## src/rtl/modbus_tx_frame_ctrl_pkg.sv

```systemverilog
// Shared definitions for the Modbus RTU transmit path: FSM encodings, CRC-16/Modbus
// constants and the silent-interval / watchdog derivations.
package modbus_tx_frame_ctrl_pkg;

  localparam logic [15:0] CRC16_POLY = 16'hA001;
  localparam logic [15:0] CRC16_INIT = 16'hFFFF;

  typedef enum logic [2:0] {
    StIdle,
    StFetch,
    StLoad,
    StStart,
    StWait,
    StCrcLo,
    StCrcHi,
    StGap
  } tx_state_e;

  typedef enum logic [1:0] {
    SelData,
    SelCrcLo,
    SelCrcHi
  } tx_sel_e;

  // Above 19200 baud the t3.5 interval is fixed at 1.75 ms.
  function automatic int unsigned gap_clks(int unsigned clk_freq, int unsigned baud,
                                           int unsigned bps);
    if (baud > 19200) begin
      return clk_freq / 1000 * 7 / 4;
    end
    return bps * 39;
  endfunction

  function automatic int unsigned tmo_clks(int unsigned bps);
    return bps * 12 + 16;
  endfunction

endpackage

```

## src/rtl/modbus_tx_frame_ctrl_crc16_modbus_byte.sv

```systemverilog
// Bit-serial CRC-16/Modbus engine: one data byte absorbed per start, 8 cycles per byte.
module crc16_modbus_byte
  import modbus_tx_frame_ctrl_pkg::*;
(
  input  logic        clk_in,
  input  logic        rst_n_in,
  input  logic        init,
  input  logic        start,
  input  logic [7:0]  din,
  output logic        busy,
  output logic [15:0] crc
);

  logic [15:0] crc_q, crc_d;
  logic [3:0]  cnt_q, cnt_d;

  always_comb begin
    crc_d = crc_q;
    cnt_d = cnt_q;
    if (init) begin
      crc_d = CRC16_INIT;
      cnt_d = 4'd0;
    end else if (start) begin
      crc_d = crc_q ^ {8'h00, din};
      cnt_d = 4'd8;
    end else if (cnt_q != 4'd0) begin
      crc_d = crc_q[0] ? ((crc_q >> 1) ^ CRC16_POLY) : (crc_q >> 1);
      cnt_d = cnt_q - 4'd1;
    end
  end

  always_ff @(posedge clk_in or negedge rst_n_in) begin
    if (!rst_n_in) begin
      crc_q <= CRC16_INIT;
      cnt_q <= 4'd0;
    end else begin
      crc_q <= crc_d;
      cnt_q <= cnt_d;
    end
  end

  assign busy = (cnt_q != 4'd0);
  assign crc  = crc_q;

endmodule

```

## src/rtl/modbus_tx_frame_ctrl.sv

```systemverilog
// Sequences one Modbus RTU response frame (payload, CRC lo, CRC hi, t3.5 gap) onto the
// UART byte transmitter with a per-byte tx_done watchdog.
module modbus_tx_frame_ctrl
  import modbus_tx_frame_ctrl_pkg::*;
#(
  parameter int unsigned CLK_FREQ  = 50000000,
  parameter int unsigned BAUD_RATE = 9600
) (
  input  logic        clk_in,
  input  logic        rst_n_in,
  input  logic        frame_start,
  input  logic [7:0]  frame_len,
  output logic [7:0]  buf_rd_addr,
  input  logic [7:0]  buf_rd_data,
  output logic        tx_start,
  output logic [7:0]  tx_data,
  input  logic        tx_done,
  output logic        busy,
  output logic        frame_done,
  output logic        frame_err,
  output logic [15:0] crc_out
);

  localparam int unsigned BPS_PARAM = CLK_FREQ / BAUD_RATE;
  localparam int unsigned GAP_CLKS  = gap_clks(CLK_FREQ, BAUD_RATE, BPS_PARAM);
  localparam int unsigned TMO_CLKS  = tmo_clks(BPS_PARAM);
  localparam logic [31:0] GapLast   = 32'(GAP_CLKS - 1);
  localparam logic [31:0] TmoLast   = 32'(TMO_CLKS - 1);

  tx_state_e   state_q, state_d;
  tx_sel_e     sel_q, sel_d;
  logic [7:0]  len_q, len_d, idx_q, idx_d, addr_q, addr_d, tx_data_q, tx_data_d;
  logic        tx_start_q, tx_start_d, busy_q, busy_d, done_q, done_d, err_q, err_d;
  logic [15:0] crc_out_q, crc_out_d;
  logic [31:0] cnt_q, cnt_d;

  logic        crc_init, crc_start, crc_busy;
  logic [15:0] crc_val;

  crc16_modbus_byte u_crc (
    .clk_in   (clk_in),
    .rst_n_in (rst_n_in),
    .init     (crc_init),
    .start    (crc_start),
    .din      (buf_rd_data),
    .busy     (crc_busy),
    .crc      (crc_val)
  );

  always_comb begin
    state_d    = state_q;
    sel_d      = sel_q;
    len_d      = len_q;
    idx_d      = idx_q;
    addr_d     = addr_q;
    tx_data_d  = tx_data_q;
    tx_start_d = tx_start_q;
    busy_d     = busy_q;
    done_d     = 1'b0;
    err_d      = 1'b0;
    crc_out_d  = crc_out_q;
    cnt_d      = cnt_q;
    crc_init   = 1'b0;
    crc_start  = 1'b0;

    case (state_q)
      StIdle: begin
        if (frame_start && (frame_len != 8'd0)) begin
          len_d    = frame_len;
          idx_d    = 8'd0;
          addr_d   = 8'd0;
          sel_d    = SelData;
          busy_d   = 1'b1;
          crc_init = 1'b1;
          state_d  = StFetch;
        end
      end
      // Address was driven on entry; buffer data becomes valid one cycle later.
      StFetch: state_d = StLoad;
      StLoad: begin
        tx_data_d  = buf_rd_data;
        crc_start  = 1'b1;
        tx_start_d = 1'b1;
        cnt_d      = 32'd0;
        state_d    = StStart;
      end
      // cnt_q doubles as the watchdog: cleared at the tx_start rise, counts through WAIT.
      StStart: begin
        cnt_d = cnt_q + 32'd1;
        if (cnt_q == 32'd1) begin
          tx_start_d = 1'b0;
          state_d    = StWait;
        end
      end
      StWait: begin
        cnt_d = cnt_q + 32'd1;
        if (tx_done) begin
          case (sel_q)
            SelData: begin
              if (idx_q != (len_q - 8'd1)) begin
                idx_d   = idx_q + 8'd1;
                addr_d  = idx_q + 8'd1;
                state_d = StFetch;
              end else begin
                state_d = StCrcLo;
              end
            end
            SelCrcLo: state_d = StCrcHi;
            default: begin
              cnt_d   = 32'd0;
              state_d = StGap;
            end
          endcase
        end else if (cnt_q == TmoLast) begin
          err_d   = 1'b1;
          busy_d  = 1'b0;
          state_d = StIdle;
        end
      end
      StCrcLo: begin
        if (!crc_busy) begin
          tx_data_d  = crc_val[7:0];
          crc_out_d  = crc_val;
          sel_d      = SelCrcLo;
          tx_start_d = 1'b1;
          cnt_d      = 32'd0;
          state_d    = StStart;
        end
      end
      StCrcHi: begin
        tx_data_d  = crc_out_q[15:8];
        sel_d      = SelCrcHi;
        tx_start_d = 1'b1;
        cnt_d      = 32'd0;
        state_d    = StStart;
      end
      StGap: begin
        cnt_d = cnt_q + 32'd1;
        if (cnt_q == GapLast) begin
          done_d  = 1'b1;
          busy_d  = 1'b0;
          state_d = StIdle;
        end
      end
      default: state_d = StIdle;
    endcase
  end

  always_ff @(posedge clk_in or negedge rst_n_in) begin
    if (!rst_n_in) begin
      state_q    <= StIdle;
      sel_q      <= SelData;
      len_q      <= 8'd0;
      idx_q      <= 8'd0;
      addr_q     <= 8'd0;
      tx_data_q  <= 8'd0;
      tx_start_q <= 1'b0;
      busy_q     <= 1'b0;
      done_q     <= 1'b0;
      err_q      <= 1'b0;
      crc_out_q  <= 16'd0;
      cnt_q      <= 32'd0;
    end else begin
      state_q    <= state_d;
      sel_q      <= sel_d;
      len_q      <= len_d;
      idx_q      <= idx_d;
      addr_q     <= addr_d;
      tx_data_q  <= tx_data_d;
      tx_start_q <= tx_start_d;
      busy_q     <= busy_d;
      done_q     <= done_d;
      err_q      <= err_d;
      crc_out_q  <= crc_out_d;
      cnt_q      <= cnt_d;
    end
  end

  assign buf_rd_addr = addr_q;
  assign tx_start    = tx_start_q;
  assign tx_data     = tx_data_q;
  assign busy        = busy_q;
  assign frame_done  = done_q;
  assign frame_err   = err_q;
  assign crc_out     = crc_out_q;

endmodule

```

## config.mk

```make
export PLATFORM = sky130hd
export DESIGN_NAME = modbus_tx_frame_ctrl
export DESIGN_NICKNAME = d
export VERILOG_FILES = /design/src/rtl/modbus_tx_frame_ctrl_pkg.sv /design/src/rtl/modbus_tx_frame_ctrl_crc16_modbus_byte.sv /design/src/rtl/modbus_tx_frame_ctrl.sv
export SDC_FILE = /design/constraint.sdc
export NUM_CORES = 1
export LEC_CHECK = 0
export CORE_ASPECT_RATIO = 1.4
export CORE_MARGIN = 2
export CORE_UTILIZATION = 55
export CTS_BUF_LIST = sky130_fd_sc_hd__clkbuf_8
export DETAILED_ROUTE_END_ITERATION = 7
export PLACE_DENSITY_LB_ADDON = 0.12
export SYNTH_ARGS = -nofsm -noshare
export SYNTH_HDL_FRONTEND = slang
export SYNTH_SLANG_ARGS = --single-unit
```

## constraint.sdc

```tcl
create_clock -name clk_in -period 3.2 [get_ports clk_in]
set_clock_uncertainty 0.05 [all_clocks]
set_input_delay 0.64 -clock clk_in [delete_from_list [all_inputs] [get_ports clk_in]]
set_output_delay 0.64 -clock clk_in [all_outputs]
set_load 0.01 [all_outputs]
```

Word level (Yosys, flattened, before mapping)
Cells that the tools add are included.
{"block": "classes", "add_sub_neg": 4, "eq_ne": 22, "n_mux": 46, "n_bitwise": 3, "n_reduce_logical": 24}
{"operator": "case mux 32 bit (4 select lines)", "count": 1}
{"operator": "two-way mux 32 bit", "count": 3}
{"operator": "two-way mux 16 bit", "count": 4}
{"operator": "two-way mux 8 bit", "count": 5}
{"operator": "adder 32 x 1 -> 32 bit, second input constant", "count": 1}
{"operator": "equality test 32 x 1 -> 1 bit, second input constant", "count": 1}
{"operator": "equality test 32 x 16 -> 1 bit, second input constant", "count": 1}
{"operator": "equality test 32 x 18 -> 1 bit, second input constant", "count": 1}
{"operator": "case mux 8 bit (3 select lines)", "count": 1}
{"operator": "two-way mux 3 bit", "count": 7}
{"operator": "case mux 3 bit (7 select lines)", "count": 1}
{"operator": "inequality test 2 bit, second input constant", "count": 8}
{"operator": "case mux 8 bit (2 select lines)", "count": 1}
{"operator": "XOR 16 x 8 -> 16 bit", "count": 1}
{"operator": "AND reduction 5 bit", "count": 3}
{"operator": "nonzero test 3 bit", "count": 5}
{"operator": "two-way mux 1 bit", "count": 14}
{"operator": "equality test 3 bit, second input constant", "count": 4}
{"operator": "two-way mux 4 bit", "count": 3}
{"operator": "adder 8 x 1 -> 8 bit, second input constant", "count": 1}
{"operator": "inequality test 8 bit", "count": 1}
{"operator": "AND reduction 2 bit", "count": 4}
{"operator": "nonzero test 4 bit", "count": 2}
{"operator": "nonzero test 8 bit", "count": 1}
{"operator": "other kinds (19)", "count": 25}
{"block": "totals", "register_bits": 101, "in_bits": 20, "out_inout_bits": 36}

Longest topological paths before layout
Gate-level depths: netlist (run 1).
{"block": "logic_depth", "ltp_word": 6, "ltp_mapped": 10}

Cells and area by module
Synthesis (run 1) repeated with hierarchy kept, for this count alone.
{"block": "unflattened", "cells_unflattened": 615, "hier_area_um2": 5606.6}
{"module": "modbus_tx_frame_ctrl", "instances": 1, "cells_per_inst": 520, "area_per_inst_um2": 4545.6, "seq_area_each_um2": 2026.9}
{"module": "crc16_modbus_byte", "instances": 1, "cells_per_inst": 95, "area_per_inst_um2": 1061.0, "seq_area_each_um2": 520.5}

Least setup slack after synthesis (run 1)
OpenSTA, ideal clock, no wires.
{"block": "synth_path", "path_kind": "register -> register", "from": "reg u_crc.cnt_q[0]", "to": "reg cnt_q[31]", "setup_ns": 0.077, "arrival_time_ns": 2.154, "required_time_ns": 3.073, "setup_slack_ns": 0.919, "stages_incl_launch_ff": 10, "path_buffers": 1, "period_less_slack_ns": 2.281, "path_cell_list": "dfrtp_1 > inv_1 > ha_1 > or3b_1 > buf_2 > a21boi_2 > o21bai_1 > or3_4 > or3_1 > a21oi_1"}
{"block": "synth_between", "elab_chain_len": 3}
{"element": "start, declared", "line": "modbus_tx_frame_ctrl_crc16_modbus_byte.sv:15", "text": "logic [3:0] cnt_q, cnt_d;"}
{"element": "start signal, assigned", "line": "modbus_tx_frame_ctrl_crc16_modbus_byte.sv:38", "text": "cnt_q <= cnt_d;"}
{"element": "nonzero test 4 bit", "line": "modbus_tx_frame_ctrl_crc16_modbus_byte.sv:42", "text": "assign busy = (cnt_q != 4'd0);"}
{"element": "inequality test 2 bit (no line)"}
{"element": "AND reduction 2 bit (no line)"}
{"element": "end signal, assigned", "line": "modbus_tx_frame_ctrl.sv:175", "text": "cnt_q <= cnt_d;"}
{"element": "end, declared", "line": "modbus_tx_frame_ctrl.sv:35", "text": "logic [31:0] cnt_q, cnt_d;"}
Every way passes these cells.
A chain may end at the register's enable or synchronous reset.

Worst setup path after layout (run 1)
{"block": "layout_path", "from": "reg u_crc.cnt_q[0]", "to": "reg cnt_q[28]"}
Same word-level chain as after synthesis.

==> results of run 1 <==
[cell type report]
type	instances	area, sq um
clock buffer	9	124
clock inverter	7	48.8
fill	849	3470
inverter	14	52.6
multi-input combinational	438	2740
sequential	101	2550
tap	135	169
timing repair buffer	66	643
[power by group through the flow]
stage / registers [mW] / clock network [mW] / logic, mW
floorplan: 2.07 / 0 / 1.54
global placement: 2.13 / 0 / 2.18
detailed placement: 2.14 / 0 / 2.24
CTS: 2.12 / 0.768 / 2.25
global route: 2.18 / 0.819 / 2.52
finish: 2.12 / 0.746 / 2.25
[final timing paths]
kind                       slack [ns]  cells past startpoint   endpoint
max                              0.45                      9  cnt_q[28]
min                              0.18                      1   len_q[1]
max reg2reg                      0.45                      9  cnt_q[28]
min reg2reg                      0.44                      1       busy
max in group asynchronous        2.22                      2   cnt_q[8]
min in group clk_in              0.44                      1       busy
[stage by stage]
| step | hold WS [ns] | area, sq um |
|---|---|---|
| global placement | 0.411 | 6150 |
| floorplan | 0.294 | 5450 |
| finish | 0.182 | 6320 |
| CTS | 0.205 | 6320 |
| global route | 0.217 | 6320 |
| detailed placement | 0.419 | 6150 |
[cells by family after synthesis]
group,after synthesis
mux,27
flops,101
fa+ha+maj,6
compound gates,130
buf+inv,42
simple gates,236
xor+xnor,39
[metal layers]
| layer | share of wire (%) | track usage (%) | vias to the layer above |
|---|---|---|---|
| met4 | 2.1 | 9.47 | 0 |
| met1 | 42 | 30.6 | 2178 |
| met3 | 3.8 | 4.20 | 22 |
| met2 | 52 | 42.8 | 90 |
| met5 | 0 | 0 | - |
| li1 | - | - | 2165 |
[worst reg2reg max path, cell delays in order (launching register included)]
cell,delay (ns)
dfrtp_1,0.38
inv_1,0.11
ha_1,0.18
or3b_1,0.51
a21boi_2,0.22
nor2_1,0.22
nor4_2,0.57
nand3_1,0.17
xor2_1,0.17
nor2_1,0.05
[registers in the layout (all words and copies together) (netlist names), 2 cells and up]
name	count
len_q	8
buf_rd_addr	8
tx_data	8
crc_out	16
sel_q	2
u_crc.crc	16
u_crc.cnt_q	4
state_q	3
cnt_q	32
[cell usage in the layout, fill, tap and decap left out, types with 8 or more instances in the layout]
cell type / instances
xnor2_1: 18
nor3_1: 14
dfstp_2: 16
buf_4: 11
xor2_1: 21
nand3_1: 36
clkbuf_8: 9
nand2b_1: 24
a21oi_1: 38
and3_1: 9
nand4_1: 9
mux2_2: 23
nor2_1: 62
nand2_1: 45
clkdlybuf4s50_1: 54
dfrtp_1: 85
inv_1: 15
o21ai_0: 33
a22o_1: 8
a31oi_1: 15
==> PnR_summary.wiki, run 1 <==
{| class="wikitable"
! Metric !! Value
|-
| Status || finished clean
|-
| Hold buffer count at CTS || 0
|-
| Part of the Yosys area used for sequential elements || 46.7%
|-
| Min Tclk post-route || 2.75 ns
|-
| Delay contributed by the slowest stage of the critical path || 0.57 ns
|-
| Req. time, crit path || 3.42 ns
|-
| Main synth FF type || dfrtp_1
|-
| Starting DRT DRC Count || 267
|-
| Total via count after detailed routing || 4455
|-
| Maximum capacitance violations || 0
|-
| Pre-CTS setup slack || 0.393 ns
|-
| Clock tree root buffer cell || clkbuf_8
|-
| Total of warnings raised by yosys || 0
|-
| Antenna violations before repair || 0
|-
| Layout Area Growth over Synthesis || 16.0%
|-
| Critical-path cell with the highest stage delay || nor4_2
|-
| Post-synthesis cell type count || 59
|-
| Top area cells in the synthesized netlist || dfrtp_1 (39%), dfstp_2 (7.7%), mux2_2 (4.8%)
|-
| PnR worst setup slack || 0.454 ns
|-
| Total congestion overflow after global routing || 0
|-
| Count of input and output buffers || 55
|-
| Relative contribution of the clock network to total power || 14.6%
|-
| Number of cells upsized or downsized after cts || 0
|-
| Area share of the largest cell type after synthesis || 39.0%
|-
| Number of synthesized register bits || 101
|-
| Detailed placer's ending HPWL || 9170 um
|-
| Crit-path leading delay family || simple AND/OR/NAND/NOR gates
|-
| Clock Pin Slew Worst Setup and Hold Paths || 0.10 ns
|-
| Combinational cell fraction of total power || 43.9%
|-
| Data arrival time of the critical path || 2.96 ns
|-
| Setup_tns || 0 ns
|-
| Setup crit end kind || flop
|-
| Number of placement rows || 43
|-
| TritonCTS Buffers || 9
|-
| Parity-gate share of the synthesized area counting xor and xnor cells || 6.27%
|-
| 1st-pass router iterations || 5
|-
| Buffer count from post-CTS setup fixing || 0
|-
| Compound-Gate Fraction of Synth Area || 14.8%
|-
| Adder and majority cell fraction of the synthesized area || 1.38%
|-
| Ordered cell list for the critical path || inv_1 > ha_1 > or3b_1 > a21boi_2 > nor2_1 > nor4_2 > nand3_1 > xor2_1 > nor2_1
|-
| Bufs and invs on worst path || 1
|-
| Category of the critical setup timing path || reg -> reg
|-
| Initial core utilization || 55.7%
|-
| Commonest cells in the netlist || dfrtp_1 (85), nor2_1 (62), nand2_1 (45)
|-
| RD Place Congestion || 0.842
|-
| Clock tree from TritonCTS || done
|-
| Register share of total power || 41.5%
|-
| Unrepaired setup endpoints after global routing || no
|-
| Pwr Density || 808 nW/um^2
|-
| Final total power || 5.11 mW
|-
| Instance count of the mapped netlist || 581
|-
| Netlist area before placement || 5450 sq um
|-
| Net switching power || 2.03 mW
|-
| Average footprint of a synthesized cell || 9.38 sq um
|-
| CTS H-tree lvls || 3
|-
| Launching element type of the critical path || flop
|-
| Internal power of the cells || 3.08 mW
|-
| Number of enable flip-flop cells after synthesis || 0
|-
| Top-level I/O count || 56
|-
| Final setup vio count || 0
|-
| Setup crit start || u_crc.cnt_q[0]
|-
| Startpoint of the lowest-slack register-to-register path || u_crc.cnt_q[0]
|-
| Fin. max-slew vios || 0
|-
| Clock sink count || 101
|-
| Proportion of synthesized area in mux cells || 5.49%
|-
| CP most frequent cell || nor2_1
|-
| Leakage power summed over all cells || 2.66 nW
|-
| Final Cycle Share || 85.8%
|-
| Source-to-sink clock delay at the later pin of the worst-skew pair || 0.39 ns
|-
| Most frequent cell after synthesis || dfrtp_1
|-
| Largest net degree at the start of global routing || 44
|-
| Post-DRT Antenna Nets || 0
|-
| Overall Global Routing Usage || 24.7%
|-
| Area share of and/or/nand/nor cells after synthesis || 22.3%
|-
| Final standard cell count with taps included and fillers excluded || 770
|-
| Largest area contributor in the synthesized netlist || dfrtp_1
|-
| Max_slew headroom || 37.2%
|-
| Least-Margin Pin Slew || 0.939 ns
|-
| Peak Freq || 0.364 GHz
|-
| Vias in the first global route || 4339
|-
| DRC errors left || 0
|-
| Die Outline Area || 10700 sq um
|-
| Die width || 88.1 um
|-
| Worst hold-check path type || in -> async
|-
| Vias/cell || 5.79
|-
| Crit-path max FO || 15
|-
| Total wire length || 12500 um
|-
| Combinational family with the most area after synthesis || simple AND/OR/NAND/NOR gates
|-
| VDD IR-drop max || 0.328 mV
|-
| Utilization of the core after routing || 64.6%
|-
| Switching share of total power || 39.7%
|-
| Number of nets in the final layout || 656
|-
| Ant. Diodes || 0
|-
| Final count of hold timing violations || 0
|-
| Placed Cells incl. Taps || 754
|-
| Max clock buf depth || 2
|-
| Share of cells above drive strength 1 || 12.3%
|-
| Die outline height || 122 um
|-
| Global-route wire length before repair || 20800 um
|-
| Average wire length per cell after detail routing || 16.2 um
|-
| Ys async rst share || 100%
|-
| Number of nets produced by synthesis || 607
|-
| Core area || 9790 sq um
|}
No activity file was read; power rests on OpenSTA's default activity.
==> inputs of run 2 (changes only) <==
==> constraint.sdc (replaced) <==
create_clock -name clk_in -period 3.2 [get_ports clk_in]
set_clock_uncertainty 0.05 [all_clocks]
set_input_delay 0.48 -clock clk_in [delete_from_list [all_inputs] [get_ports clk_in]]
set_output_delay 0.48 -clock clk_in [all_outputs]
set_load 0.01 [all_outputs]
==> run 2 against run 1 <==
Against the previous run: core utilization up 0.34 points; final cell count grew 0.13%; routed wire length fell by 2.4%; cell area increased by 0.53%; die area unchanged; critical path type unchanged; largest cell class unchanged; largest power group unchanged; highest routed layer unchanged.
==> PnR_summary.wiki, run 2 (synthesis gave the netlist of run 1 again) <==
{| class="wikitable"
! Metric !! Value
|-
| Die Outline Area || 10700 sq um (unchanged)
|-
| Hold buffer count at CTS || 0 (unchanged)
|-
| Setup crit end kind || flop
|-
| RD Place Congestion || 0.811 (-3.6%)
|-
| Category of the critical setup timing path || reg -> reg
|-
| Total non-filler cell area in the finished layout || 6360 sq um (+0.53%)
|-
| Crit-path max FO || 15 (unchanged)
|-
| Pre-CTS setup slack || 0.486 ns (+0.0930 ns)
|-
| Vias/cell || 5.78 (about the same)
|-
| Post-DRT Antenna Nets || 0 (unchanged)
|-
| Register share of total power || 40.9% (-0.6 points)
|-
| Internal power of the cells || 3.18 mW (+3.0%)
|-
| Combinational cell fraction of total power || 43.2% (-0.7 points)
|-
| Clock sink count || 101 (unchanged)
|-
| Net switching power || 2.02 mW (-0.41%)
|-
| Status || finished clean
|-
| Number of placement rows || 43 (unchanged)
|-
| Unrepaired setup endpoints after global routing || no
|-
| Startpoint of the lowest-slack register-to-register path || u_crc.cnt_q[0]
|-
| Core area || 9790 sq um (unchanged)
|-
| TritonCTS Buffers || 9 (unchanged)
|-
| Global-route wire length before repair || 20300 um (-2.4%)
|-
| Worst hold-check path type || in -> async
|-
| Switching share of total power || 38.9% (-0.80 points)
|-
| Total via count after detailed routing || 4457 (+0.045%)
|-
| Min Tclk post-route || 2.58 ns (-0.162 ns)
|-
| Clock tree from TritonCTS || done
|-
| Vias in the first global route || 4201 (-3.2%)
|-
| Total wire length || 12200 um (-2.4%)
|-
| Area used by multi-input combinational logic || 2740 sq um (unchanged)
|-
| Top-level I/O count || 56 (unchanged)
|-
| Share of cells above drive strength 1 || 12.4% (+0.14 points)
|-
| Least-Margin Pin Slew || 0.963 ns (+0.0237 ns)
|-
| VDD IR-drop max || 0.325 mV (-0.91%)
|-
| Launching element type of the critical path || flop
|-
| Final setup vio count || 0 (unchanged)
|-
| Die width || 88.1 um (unchanged)
|-
| Clock tree root buffer cell || clkbuf_8
|-
| Final count of hold timing violations || 0 (unchanged)
|-
| CTS H-tree lvls || 3 (unchanged)
|-
| Utilization of the core after routing || 64.9% (+0.34 points)
|-
| 1st-pass router iterations || 5 (unchanged)
|-
| Max clock buf depth || 2 (unchanged)
|-
| Max_slew headroom || 35.6% (-1.6 points)
|-
| Number of cell instances on the worst register-to-register path || 9 (unchanged)
|-
| Most common cell after layout, fill and taps aside || dfrtp_1
|-
| Flop2flop setup slack || 0.62 ns (+0.16 ns)
|-
| Fin. max-slew vios || 0 (unchanged)
|-
| End of the worst register-to-register path || cnt_q[30]
|-
| Final Cycle Share || 80.7% (-5.1 points)
|-
| Largest net degree at the start of global routing || 54 (+23%)
|-
| Number of cells upsized or downsized after cts || 0 (unchanged)
|-
| Antenna violations before repair || 0 (unchanged)
|-
| Relative contribution of the clock network to total power || 15.9% (+1.3 points)
|-
| Initial core utilization || 55.7% (unchanged)
|-
| Largest register by flop count || cnt_q
|-
| Maximum capacitance violations || 0 (unchanged)
|-
| DRC errors left || 0 (unchanged)
|-
| Starting DRT DRC Count || 302 (+13%)
|-
| Commonest cells after routing, fill and taps aside || dfrtp_1 (85), nor2_1 (62), clkdlybuf4s50_1 (54), nand2_1 (45), a21oi_1 (38)
|-
| Setup_tns || 0 ns (unchanged)
|-
| Leakage power summed over all cells || 2.68 nW (+0.72%)
|-
| Count of input and output buffers || 55 (unchanged)
|-
| Layout Area Growth over Synthesis || 16.6%
|-
| Die outline height || 122 um (unchanged)
|-
| Buffer count from post-CTS setup fixing || 0 (unchanged)
|-
| Total congestion overflow after global routing || 0 (unchanged)
|-
| Data arrival time of the critical path || 2.80 ns (-0.16 ns)
|-
| DP Area || 6160 sq um (+0.12%)
|-
| Pwr Density || 817 nW/um^2 (+1.1%)
|-
| Ant. Diodes || 0 (unchanged)
|-
| Total of fill cells in the finished design || 828 (-2.5%)
|-
| Setup crit start || u_crc.cnt_q[0]
|-
| Max reg flops || 32 (unchanged)
|-
| Number of nets in the final layout || 657 (+0.15%)
|-
| Req. time, crit path || 3.42 ns (about the same)
|-
| PnR worst setup slack || 0.616 ns (+0.162 ns)
|-
| Overall Global Routing Usage || 24.1% (-0.60 points)
|-
| Peak Freq || 0.387 GHz (+6.3%)
|-
| Source-to-sink clock delay at the later pin of the worst-skew pair || 0.38 ns (about the same)
|-
| Reg area || 2550 sq um (unchanged)
|-
| Average wire length per cell after detail routing || 15.8 um (-2.5%)
|-
| Clock Pin Slew Worst Setup and Hold Paths || 0.10 ns (about the same)
|-
| Detailed placer's ending HPWL || 8940 um (-2.5%)
|}
run 2: cell count changes in the layout (fill, tap and decap cells not counted), sizes merged:
cell	change
buf	+1
bufinv	+1
clkinvlp	-1
run 2: critical path, stage by stage, from the launching register on:
cell and delay (ns):
dfrtp_1 0.39, inv_1 0.11, ha_1 0.18, or3b_1 0.40
a21boi_2 0.19, nor2_1 0.23, nor4_2 0.55, nand3_1 0.16
xor2_1 0.16, nor2_1 0.05
run 2: power groups by stage:
stage / combinational, mW / clock (mW) / sequential [mW]
3_5_place_dp: 2.25 / 0 / 2.15
6_report: 2.25 / 0.827 / 2.12
2_1_floorplan: 1.54 / 0 / 2.07
5_1_grt: 2.52 / 0.896 / 2.18
3_3_place_gp: 2.19 / 0 / 2.13
4_1_cts: 2.26 / 0.848 / 2.12
run 2: worst max path at each step:
stage | slack, ns | end
after floorplan | 0.92 | cnt_q[31]
after global placement | 0.58 | buf_rd_addr[7]
after detailed placement | 0.49 | buf_rd_addr[7]
after CTS | 0.61 | cnt_q[30]
after global routing | 0.41 | cnt_q[30]
final | 0.62 | cnt_q[30]
run 2: through the flow:
stage | power [mW] | hold WS, ns | std cells
finish | 5.20 | 0.0806 | 771
global route | 5.59 | 0.133 | 771
CTS | 5.23 | 0.102 | 771
detailed placement | 4.40 | 0.427 | 755
global placement | 4.32 | 0.411 | 755
floorplan | 3.61 | 0.134 | 581
run 2: area by class of cell:
class | count | share of cell area [%]
Multi-Input combinational cell | 438 | 43.1
Sequential cell | 101 | 40.1
Timing Repair Buffer | 67 | 10.2
Tap cell | 135 | 2.66
Clock buffer | 9 | 1.95
Clock inverter | 7 | 1.18
Inverter | 14 | 0.827
run 2: layer usage:
layer / routed length [um] / global-route usage [%] / vias to the layer above
li1: - / - / 2155
met1: 5140 / 30.8 / 2182
met2: 6410 / 41.6 / 100
met3: 409 / 3.46 / 20
met4: 225 / 8.52 / 0
met5: 0 / 0 / -
==> inputs of run 3 (changes only) <==
--- a/config.mk
+++ b/config.mk
@@ -7,7 +7,7 @@
 export LEC_CHECK = 0
 export CORE_ASPECT_RATIO = 1.4
 export CORE_MARGIN = 2
-export CORE_UTILIZATION = 55
+export CORE_UTILIZATION = 53
 export CTS_BUF_LIST = sky130_fd_sc_hd__clkbuf_8
 export DETAILED_ROUTE_END_ITERATION = 7
 export PLACE_DENSITY_LB_ADDON = 0.12
==> constraint.sdc (replaced) <==
create_clock -name clk_in -period 2.1 [get_ports clk_in]
set_clock_uncertainty 0.05 [all_clocks]
set_input_delay 0.315 -clock clk_in [delete_from_list [all_inputs] [get_ports clk_in]]
set_output_delay 0.315 -clock clk_in [all_outputs]
set_load 0.01 [all_outputs]
==> run 3 against run 2 <==
Against the previous run: the flow now finishes with violations (setup timing); sequential power rose by 50%; clock power is 73% higher; sequential share of layout area fell by 4.7 points; maximum frequency increased by 18%; die area is 3.6% higher; hold slack better by 0.36 ns; sequential cell count unchanged; power increased by 73%; critical path type unchanged.
==> PnR_summary.wiki, run 3 (synthesis gave the netlist of run 1 again) <==
{| class="wikitable"
! Metric !! Value
|-
| Global-route wire length before repair || 22500 um (+11%)
|-
| Unrepaired setup endpoints after global routing || yes
|-
| Final count of hold timing violations || 0 (unchanged)
|-
| Clock tree from TritonCTS || done
|-
| Vias/cell || 5.82 (+0.60%)
|-
| RD Place Congestion || 0.860 (+6.0%)
|-
| Fin. max-slew vios || 0 (unchanged)
|-
| Least-Margin Pin Slew || 0.874 ns (-0.0882 ns)
|-
| Failing checks || setup timing
|-
| Largest net degree at the start of global routing || 102 (+89%)
|-
| PnR worst setup slack || -0.0909 ns (-0.707 ns)
|-
| Commonest cells after routing, fill and taps aside || dfrtp_1 (84), buf_4 (66), nor2_1 (54), clkdlybuf4s50_1 (54), nand2_1 (44)
|-
| Worst hold-check path type || reg -> reg
|-
| Post-DRT Antenna Nets || 0 (unchanged)
|-
| Setup crit end kind || flop
|-
| VDD IR-drop max || 0.505 mV (+55%)
|-
| Pwr Density || 1240 nW/um^2 (+52%)
|-
| Detailed placer's ending HPWL || 9720 um (+8.8%)
|-
| Launching element type of the critical path || flop
|-
| Maximum capacitance violations || 0 (unchanged)
|-
| Largest register by flop count || cnt_q
|-
| Layout Area Growth over Synthesis || 32.3%
|-
| Pre-CTS setup slack || -0.243 ns (-0.729 ns)
|-
| Ant. Diodes || 0 (unchanged)
|-
| Category of the critical setup timing path || reg -> reg
|-
| Max_slew headroom || 41.6% (+6.0 points)
|-
| Clock tree root buffer cell || clkbuf_8
|-
| DRC errors left || 0 (unchanged)
|-
| Number of placement rows || 43 (unchanged)
|-
| Post-route worst hold slack || 0.440 ns (+0.359 ns)
|-
| Peak Freq || 0.456 GHz (+18%)
|-
| Total congestion overflow after global routing || 0 (unchanged)
|-
| Count of input and output buffers || 55 (unchanged)
|-
| Antenna violations before repair || 0 (unchanged)
|-
| Most common cell after layout, fill and taps aside || dfrtp_1
|-
| Average wire length per cell after detail routing || 16.9 um (+7.0%)
|-
| Total wire length || 14100 um (+16%)
|-
| Source-to-sink clock delay at the later pin of the worst-skew pair || 0.38 ns (about the same)
|-
| Initial core utilization || 54.8% (-0.90 points)
|-
| Die Outline Area || 11100 sq um (+3.6%)
|-
| Max clock buf depth || 2 (unchanged)
|-
| Top-level I/O count || 56 (unchanged)
|-
| TritonCTS Buffers || 9 (unchanged)
|-
| Flop2flop setup slack || -0.09 ns (-0.71 ns)
|-
| Total via count after detailed routing || 4856 (+9.0%)
|-
| Final setup vio count || 29 (+29)
|-
| Min Tclk post-route || 2.19 ns (-0.393 ns)
|-
| Crit-path max FO || 4 (-11)
|-
| Share of cells above drive strength 1 || 26.9% (+14 points)
|-
| Final Cycle Share || 104% (+24 points)
|-
| Die width || 89.7 um (+1.8%)
|-
| Data arrival time of the critical path || 2.46 ns (-0.34 ns)
|-
| CTS H-tree lvls || 3 (unchanged)
|-
| Max reg flops || 32 (unchanged)
|-
| Core area || 9950 sq um (+1.6%)
|-
| Number of nets in the final layout || 721 (+9.7%)
|-
| Leakage power summed over all cells || 3.07 nW (+15%)
|-
| Utilization of the core after routing || 72.5% (+7.5 points)
|-
| Clock Pin Slew Worst Setup and Hold Paths || 0.11 ns (about the same)
|-
| Req. time, crit path || 2.37 ns (-1.05 ns)
|-
| 1st-pass router iterations || 5 (unchanged)
|-
| Starting DRT DRC Count || 304 (+0.66%)
|-
| Clock sink count || 101 (unchanged)
|-
| Status || finished with violations
|-
| Die outline height || 124 um (+1.8%)
|-
| Overall Global Routing Usage || 25.3% (+1.1 points)
|-
| Vias in the first global route || 4691 (+12%)
|}
-- run 3: worst paths after layout --
path | cells after the start | from | to
worst max-delay path | 8 | u_crc.cnt_q[1] | cnt_q[31]
max in group asynchronous | 3 | rst_n_in | u_crc.crc[12]
min in group asynchronous | 3 | rst_n_in | len_q[1]
worst min register to register | 1 | busy | busy
worst max register to register | 8 | u_crc.cnt_q[1] | cnt_q[31]
worst min-delay path | 1 | busy | busy
-- run 3: where the power goes --
group / switching (mW) / internal, mW
Combinational: 2.18 / 2.20
Clock: 0.742 / 0.690
Sequential: 0.534 / 2.63
-- run 3: critical path: stages (launching register included) --
cell      delay, ns
dfrtp_1        0.40
inv_2          0.08
ha_4           0.12
or3b_4         0.38
a21boi_2       0.16
o21bai_2       0.09
or3_4          0.36
or3_4          0.34
a21oi_2        0.15
-- run 3: layer usage --
metal  routed length (um)  vias to the layer above  track usage, %
met1                 5760                     2418            29.4
met4                  279                        0            8.85
met5                    0                        -               0
li1                     -                     2289               -
met3                  546                       24            4.72
met2                 7530                      125            47.1
-- run 3: timing repair --
item                                    CTS  global route
setup buffers                             6             4
hold buffers                              1             0
gates cloned                              0             1
endpoints found under the hold margin    85             0
pin swaps                                13            17
resized for setup                        20            34
endpoints found under the setup margin   24            48
-- run 3: final cells by class --
type	count	area, sq um
multi-input cells	438	2990
well taps	135	169
repair buffers	131	1220
clock buffers	9	124
clock inverters	7	108
flip-flops and latches	101	2550
inverters	14	52.6
fillers	756	2740
-- run 3: metrics by stage --
step | setup TNS, ns | area [sq um] | power, mW | cells
global route | -5.35 | 7210 | 9.53 | 835
detailed placement | -6.24 | 6630 | 7.18 | 808
floorplan | -0.229 | 5470 | 5.54 | 581
CTS | -0.195 | 7000 | 8.76 | 831
finish | -0.997 | 7210 | 8.97 | 835
global placement | -3.34 | 6630 | 7.02 | 808
